### config.mk
export PLATFORM = sky130hd
export DESIGN_NAME = tpn_list_reader_flat
export DESIGN_NICKNAME = d
export VERILOG_FILES = /design/src/rtl/tpn_pkg.sv /design/src/rtl/tpn_list_reader_if.sv /design/src/rtl/tpn_list_check.sv /design/src/rtl/tpn_list_reader.sv /design/src/flat_wrapper.sv
export SDC_FILE = /design/constraint.sdc
export NUM_CORES = 1
export LEC_CHECK = 0
export ABC_AREA = 1
export BUFFER_PORTS_ARGS = -buffer_cell sky130_fd_sc_hd__buf_2
export CORE_MARGIN = 2
export CORE_UTILIZATION = 63
export CTS_CLUSTER_DIAMETER = 60
export CTS_CLUSTER_SIZE = 14
export DETAILED_ROUTE_END_ITERATION = 8
export PLACE_DENSITY = 0.95
export SETUP_SLACK_MARGIN = 0.1
export SKIP_CTS_REPAIR_TIMING = 1
export SYNTH_ARGS = -nofsm -noshare
export SYNTH_HDL_FRONTEND = slang
export SYNTH_SLANG_ARGS = --single-unit
### constraint.sdc
create_clock -name clk -period 5.8 [get_ports clk]
set_input_delay 1.74 -clock clk [delete_from_list [all_inputs] [get_ports clk]]
set_output_delay 1.74 -clock clk [all_outputs]
set_load 0.02 [all_outputs]
### src/rtl/tpn_pkg.sv
// Shared constants and types for the true-page-number (TPN) list path.
// Used by the bit-pattern matcher (producer) and the list reader (consumer).
//   tpn_t          : one global page number, 0..NOP-1
//   cnt_t          : list entry count, 0..NOP (one bit wider than tpn_t)
//   tpn_list_t     : packed list, entry i at [i*NOP_WIDTH +: NOP_WIDTH]
//   reader_state_e : list reader FSM states
package tpn_pkg;

  localparam int NOP       = 24;  // total pages in the array (max list entries)
  localparam int NOP_WIDTH = 5;   // bits per list entry
  localparam int PPB       = 8;   // pages per block (power of two)
  localparam int PPB_WIDTH = 3;   // log2(PPB)
  localparam int NOB       = NOP / PPB;  // number of blocks
  localparam int NOB_WIDTH = 2;   // bits for block index

  typedef logic [NOP_WIDTH-1:0]     tpn_t;
  typedef logic [NOP_WIDTH:0]       cnt_t;
  typedef logic [NOP*NOP_WIDTH-1:0] tpn_list_t;

  localparam cnt_t NOP_CNT = cnt_t'(NOP);

  typedef enum logic [1:0] {
    IDLE   = 2'd0,
    STREAM = 2'd1,
    FIN    = 2'd2
  } reader_state_e;

  // Extract entry idx from a packed list.
  function automatic tpn_t list_entry(input tpn_list_t list, input int idx);
    return list[idx*NOP_WIDTH +: NOP_WIDTH];
  endfunction

endpackage

### src/rtl/tpn_list_reader_if.sv
// Bundle of the load side and the streaming side of the TPN list reader.
//   load, g_tpn_arr, g_tpn_cnt : list capture request (from matcher side)
//   out_ready                  : downstream accepts the presented entry
//   busy, out_valid, out_tpn, out_blk, out_off, out_last, done, err :
//                                reader status and streamed entry
// modport master : the environment driving loads and consuming entries
// modport slave  : the list reader itself
interface tpn_list_reader_if
  import tpn_pkg::*;
();

  logic                 load;
  tpn_list_t            g_tpn_arr;
  cnt_t                 g_tpn_cnt;
  logic                 busy;
  logic                 out_valid;
  logic                 out_ready;
  tpn_t                 out_tpn;
  logic [NOB_WIDTH-1:0] out_blk;
  logic [PPB_WIDTH-1:0] out_off;
  logic                 out_last;
  logic                 done;
  logic                 err;

  modport master (
    output load, g_tpn_arr, g_tpn_cnt, out_ready,
    input  busy, out_valid, out_tpn, out_blk, out_off, out_last, done, err
  );

  modport slave (
    input  load, g_tpn_arr, g_tpn_cnt, out_ready,
    output busy, out_valid, out_tpn, out_blk, out_off, out_last, done, err
  );

endinterface

### src/rtl/tpn_list_check.sv
// Combinational format checker for a packed TPN list.
//   list        : packed list of NOP entries
//   cnt         : requested entry count (may exceed NOP)
//   cnt_clamped : min(cnt, NOP)
//   err_next    : 1 if cnt > NOP, any valid entry >= NOP, or valid entries
//                 are not strictly ascending
module tpn_list_check
  import tpn_pkg::*;
(
  input  tpn_list_t list,
  input  cnt_t      cnt,
  output cnt_t      cnt_clamped,
  output logic      err_next
);

  logic over_cnt;

  // NOTE: combinational logic uses blocking assignments, and every output
  // gets a default at the top so no path leaves it unassigned (no latch).
  always_comb begin
    over_cnt    = (cnt > NOP_CNT);
    cnt_clamped = over_cnt ? NOP_CNT : cnt;
    err_next    = over_cnt;

    // Range check over valid entries only; entries past the count are
    // don't-care.
    for (int i = 0; i < NOP; i++) begin
      if (cnt_t'(i) < cnt_clamped && {1'b0, list_entry(list, i)} >= NOP_CNT)
        err_next = 1'b1;
    end

    // Strictly ascending: entry i must exceed entry i-1 whenever both are valid.
    for (int i = 1; i < NOP; i++) begin
      if (cnt_t'(i) < cnt_clamped && list_entry(list, i) <= list_entry(list, i-1))
        err_next = 1'b1;
    end
  end

endmodule

### src/rtl/tpn_list_reader.sv
// TPN list reader: consumer end of the pattern-match result interface.
// Captures the packed global TPN list on a load pulse (only when idle) and
// streams entries one per valid/ready handshake, each split into block index
// and in-block page offset, with last/done signalling and a sticky format
// error flag.
//   clk  : clock
//   rst  : synchronous active-high reset
//   bus  : tpn_list_reader_if.slave (load/list inputs, streamed outputs)
module tpn_list_reader
  import tpn_pkg::*;
(
  input  logic              clk,
  input  logic              rst,
  tpn_list_reader_if.slave  bus
);

  reader_state_e state_q, state_d;

  tpn_t snap_q [NOP];  // captured list
  cnt_t cnt_q;         // clamped entry count
  tpn_t idx_q;         // index of the entry currently presented
  tpn_t out_tpn_q;
  logic out_last_q;
  logic err_q;

  cnt_t cnt_clamped;
  logic err_next;

  logic out_valid_c, busy_c, done_c;
  logic load_acc, beat;
  tpn_t idx_nxt;

  tpn_list_check u_check (
    .list        (bus.g_tpn_arr),
    .cnt         (bus.g_tpn_cnt),
    .cnt_clamped (cnt_clamped),
    .err_next    (err_next)
  );

  // A load is only honoured when idle; loads while busy are dropped.
  assign load_acc = bus.load && (state_q == IDLE);
  assign beat     = out_valid_c && bus.out_ready;
  assign idx_nxt  = idx_q + tpn_t'(1);

  // ---------------------------------------------------------------- state reg
  // NOTE: sequential state uses non-blocking assignments so every register
  // samples pre-edge values regardless of block ordering.
  always_ff @(posedge clk) begin
    if (rst) state_q <= IDLE;
    else     state_q <= state_d;
  end

  // --------------------------------------------------------------- next state
  always_comb begin
    state_d = state_q;
    unique case (state_q)
      IDLE:    if (bus.load) state_d = (cnt_clamped == '0) ? FIN : STREAM;
      STREAM:  if (bus.out_ready && out_last_q) state_d = FIN;
      FIN:     state_d = IDLE;
      default: state_d = IDLE;
    endcase
  end

  // ------------------------------------------------------------- state output
  always_comb begin
    out_valid_c = 1'b0;
    busy_c      = 1'b0;
    done_c      = 1'b0;
    unique case (state_q)
      IDLE:    ;
      STREAM:  begin out_valid_c = 1'b1; busy_c = 1'b1; end
      FIN:     begin done_c      = 1'b1; busy_c = 1'b1; end
      default: ;
    endcase
  end

  // ------------------------------------------------------------ list snapshot
  // NOTE: the snapshot array is data-only and is not reset; it is never read
  // unless a load has just refilled it, so clearing it would only cost logic.
  always_ff @(posedge clk) begin
    if (load_acc) begin
      for (int i = 0; i < NOP; i++) snap_q[i] <= list_entry(bus.g_tpn_arr, i);
    end
  end

  // --------------------------------------------------------- stream datapath
  // The presented entry is registered: on load entry 0 comes straight from
  // the input bus, on each handshake the next one comes from the snapshot.
  always_ff @(posedge clk) begin
    if (rst) begin
      cnt_q      <= '0;
      idx_q      <= '0;
      out_tpn_q  <= '0;
      out_last_q <= 1'b0;
      err_q      <= 1'b0;
    end else if (load_acc) begin
      cnt_q      <= cnt_clamped;
      idx_q      <= '0;
      out_tpn_q  <= list_entry(bus.g_tpn_arr, 0);
      out_last_q <= (cnt_clamped == cnt_t'(1));
      err_q      <= err_next;
    end else if (beat) begin
      if (out_last_q) begin
        out_last_q <= 1'b0;
      end else begin
        idx_q      <= idx_nxt;
        out_tpn_q  <= snap_q[idx_nxt];
        // Next entry is last when idx_nxt == cnt-1.
        out_last_q <= ((cnt_t'(idx_q) + cnt_t'(2)) == cnt_q);
      end
    end
  end

  assign bus.busy      = busy_c;
  assign bus.out_valid = out_valid_c;
  assign bus.done      = done_c;
  assign bus.err       = err_q;
  assign bus.out_tpn   = out_tpn_q;
  assign bus.out_last  = out_last_q;
  assign bus.out_blk   = out_tpn_q[NOP_WIDTH-1:PPB_WIDTH];
  assign bus.out_off   = out_tpn_q[PPB_WIDTH-1:0];

endmodule
### src/flat_wrapper.sv
// flat-port wrapper written by rule: the top's interface ports become plain ports
module tpn_list_reader_flat import tpn_pkg::*;
  (clk, rst, bus_load, bus_g_tpn_arr, bus_g_tpn_cnt, bus_out_ready, bus_busy, bus_out_valid, bus_out_tpn, bus_out_blk, bus_out_off, bus_out_last, bus_done, bus_err);
  tpn_list_reader_if bus_i ();
  input  logic clk;
  input  logic rst;
  input wire logic [$bits(bus_i.load)-1:0] bus_load;
  input wire logic [$bits(bus_i.g_tpn_arr)-1:0] bus_g_tpn_arr;
  input wire logic [$bits(bus_i.g_tpn_cnt)-1:0] bus_g_tpn_cnt;
  input wire logic [$bits(bus_i.out_ready)-1:0] bus_out_ready;
  output wire logic [$bits(bus_i.busy)-1:0] bus_busy;
  output wire logic [$bits(bus_i.out_valid)-1:0] bus_out_valid;
  output wire logic [$bits(bus_i.out_tpn)-1:0] bus_out_tpn;
  output wire logic [$bits(bus_i.out_blk)-1:0] bus_out_blk;
  output wire logic [$bits(bus_i.out_off)-1:0] bus_out_off;
  output wire logic [$bits(bus_i.out_last)-1:0] bus_out_last;
  output wire logic [$bits(bus_i.done)-1:0] bus_done;
  output wire logic [$bits(bus_i.err)-1:0] bus_err;
  assign bus_i.load = bus_load;
  assign bus_i.g_tpn_arr = bus_g_tpn_arr;
  assign bus_i.g_tpn_cnt = bus_g_tpn_cnt;
  assign bus_i.out_ready = bus_out_ready;
  assign bus_busy = bus_i.busy;
  assign bus_out_valid = bus_i.out_valid;
  assign bus_out_tpn = bus_i.out_tpn;
  assign bus_out_blk = bus_i.out_blk;
  assign bus_out_off = bus_i.out_off;
  assign bus_out_last = bus_i.out_last;
  assign bus_done = bus_i.done;
  assign bus_err = bus_i.err;
  tpn_list_reader u_core (.clk(clk), .rst(rst), .bus(bus_i));
endmodule
==> results.json <==
{
  "final_util": 0.7497,
  "critical_path_required_ps": 5870,
  "startpoint_type": "input port",
  "ys_seq_area_frac": 0.4205,
  "pre_cts_slack_ps": 2099,
  "seqPwrFrac": 0.394,
  "syn_area_per_cell_um2": 8.215,
  "ant_nets": 0,
  "via_count": 8744,
  "avgRoutedWirePerCell_um": 16.72,
  "synth_nets": 1409,
  "maxCapViolCount": 0,
  "drc_errors": 0,
  "grt.met2_usage": 0.5354,
  "clock-sinks": 140,
  "p_int_mw": 2.446,
  "async_flop_share": 0,
  "critPathKind": "input port to flop",
  "grt_use_met1": 0.3777,
  "grt_max_degree": 85,
  "synth_ff_type": "edfxtp_1",
  "hold_viol_final": 0,
  "yosys-top-cells-area": "edfxtp_1 38%, ha_1 16%, nand2_1 13%",
  "fin_skew_ps": 7.497,
  "die_w_um": 126.9,
  "yosys.area.top_type": "edfxtp_1",
  "p_switching_mw": 1.210,
  "area_delta_synth_final_pct": 15.31,
  "critPathMaxFanout": 84,
  "grt_pass1_vias": 8408,
  "ir_worst_vdd_mv": 0.2541,
  "io_buffer_count": 144,
  "grt_pass1_wl_um": 39540,
  "core_area_mm2": 0.01464,
  "p_comb_frac": 0.284,
  "drt_wl_total_um": 24990,
  "clk_pin_slew_ps": 60,
  "cts_buffers": 17,
  "power_density_mw_per_mm2": 333.0,
  "yosysUniqueCellTypes": 39,
  "fin_cells": 1495,
  "drt_pass1_iterations": 6,
  "hold_path.startpoint": "u_core.cnt_q[5]",
  "min_period_ps": 3217,
  "synth_common_cells": "318 x nand2_1, 206 x inv_1, 120 x edfxtp_1, 120 x ha_1, 112 x nand3_1",
  "syn-instance-count": 1159,
  "power_frac_clock": 0.322,
  "setup_tns_ps": 0,
  "worstPathArrival_ps": 3280,
  "fmax_mhz": 310.8,
  "dp.cells": 1461,
  "outcome": "completed",
  "p_leak_nw": 5.610,
  "setup_ws_ps": 2583,
  "worstMarginPinSlew_ps": 1199,
  "slew_headroom": 0.1999,
  "via_per_inst": 5.849,
  "clockBufferDepth": 2,
  "synth_top_area_share": 0.3784,
  "nFillCells": 985,
  "globalRoute.totalOverflow": 0,
  "yosys_register_bits": 140,
  "maxSlewViolCount": 0,
  "fp.dieH_um": 126.9,
  "gp_congestion": 0.9483,
  "setup_viol": 0,
  "drt_first_iter_violations": 1106,
  "antenna_found_initial": 3,
  "insertion_delay_ps": 430,
  "yosys_warnings": 0,
  "synth.most_common_cell": "nand2_1",
  "num_rows": 44,
  "grt.total_usage": 0.3166,
  "drive_above_1_share": 0.1528,
  "timing.rr.start": "u_core.idx_q[1]",
  "place_hpwl_um": 17840,
  "htreeDepth": 4,
  "sw_frac_of_total": 0.3309,
  "met3_usage": 0.06411,
  "cts_tree": "done",
  "holdCritPathClass": "flop to flop",
  "pin_count": 145,
  "start_util": 0.6502,
  "synthesis.area_mm2": 0.009522,
  "die_area_mm2": 0.01611,
  "cts_root_buffer": "clkbuf_16",
  "p_total_mw": 3.656,
  "synth-edff-count": 120,
  "cp-startpoint": "bus_load",
  "end_kind": "flop",
  "rsz0062_at_grt": "false",
  "finalCritPeriodShare": 0.5547,
  "nets": 1546,
  "grt_busiest_layer": "met2"
}
==> cell families (layout without fill, tap and decap cells) <==
group | count (synthesis) | after routing | share of synthesized area
DFF | 140 | 140 | 0.4205
adders and majority gates | 120 | 120 | 0.1577
AOI/OAI and AO/OA | 120 | 120 | 0.07766
buffers and inverters | 241 | 391 | 0.1004
xor gates and xnor gates | 9 | 9 | 0.009068
and+or+nand+nor | 529 | 529 | 0.2347
other | 0 | 2 | 0
==> power groups by stage <==
| stage | Clock [mW] | Sequential (mW) | Combinational (mW) |
|---|---|---|---|
| global placement | 0 | 1.45 | 0.956 |
| CTS | 1.17 | 1.44 | 1.02 |
| floorplan | 0 | 1.46 | 0.688 |
| finish | 1.18 | 1.44 | 1.04 |
| detailed placement | 0 | 1.46 | 1.00 |
| global route | 1.21 | 1.46 | 1.15 |
==> sequential cells by signal (all words and copies together) (netlist names) <==
name and cells:
u_core.snap_q 120, u_core.cnt_q 6, u_core.bus.out_tpn 5, u_core.idx_q 5, u_core.state_q 2, u_core.bus.err 1
u_core.bus.out_last 1
==> metrics by stage <==
stage / instance area (µm²) / hold WS, ps
finish: 10980 / 469.2
global route: 10980 / 485.8
CTS: 10970 / 468.5
detailed placement: 10340 / 459.0
global placement: 10340 / 449.8
floorplan: 9522 / 434.0
==> path summary, 6_finish.rpt <==
path,cells past startpoint,end,slack (ps)
min,2,u_core.cnt_q[5],470
max reg2reg,8,u_core.bus.out_tpn[3],2980
min reg2reg,2,u_core.cnt_q[5],470
max,4,u_core.snap_q[15][2],2580
==> layer usage <==
| layer | part of all wire | vias to the layer above |
|---|---|---|
| li1 | - | 4106 |
| met1 | 0.36 | 3968 |
| met2 | 0.49 | 556 |
| met3 | 0.10 | 112 |
| met4 | 0.045 | 2 |
| met5 | 0.00052 | - |
==> placed cells by master (no fill, tap or decap), drive strengths merged <==
cell type | synthesis | final
a21boi | 5 | 5
a21oi | 39 | 39
a22oi | 2 | 2
a31oi | 5 | 5
and3 | 1 | 1
buf | 18 | 148
bufinv | 0 | 5
clkbuf | 12 | 20
clkinv | 1 | 5
clkinvlp | 0 | 3
dfxtp | 20 | 20
diode | 0 | 2
edfxtp | 120 | 120
ha | 120 | 120
inv | 210 | 210
nand2 | 321 | 321
nand3 | 119 | 119
nand4 | 17 | 17
nor2 | 64 | 64
nor3 | 5 | 5
nor3b | 1 | 1
o211ai | 10 | 10
o21ai | 40 | 40
o21bai | 5 | 5
o221ai | 9 | 9
o22ai | 3 | 3
o31ai | 1 | 1
o32ai | 1 | 1
or2 | 1 | 1
xnor2 | 3 | 3
xor2 | 6 | 6
==> critical path: stages <==
cell and delay [ps]:
buf_2 90, nand2_1 90, inv_4 690, buf_4 650
==> final cells by class <==
type                            count  area, µm²  area share
Multi-Input combinational cell    778       4562      0.4155
Inverter                          211      794.5     0.07236
Sequential cell                   140       4005      0.3648
Clock buffer                       20      436.7     0.03977
Antenna cell                        2      5.005   0.0004558
Clock inverter                     12      195.2     0.01778
Tap cell                          184      230.2     0.02097
Timing Repair Buffer              148      750.7     0.06838
(Power assumes the default switching activity.)
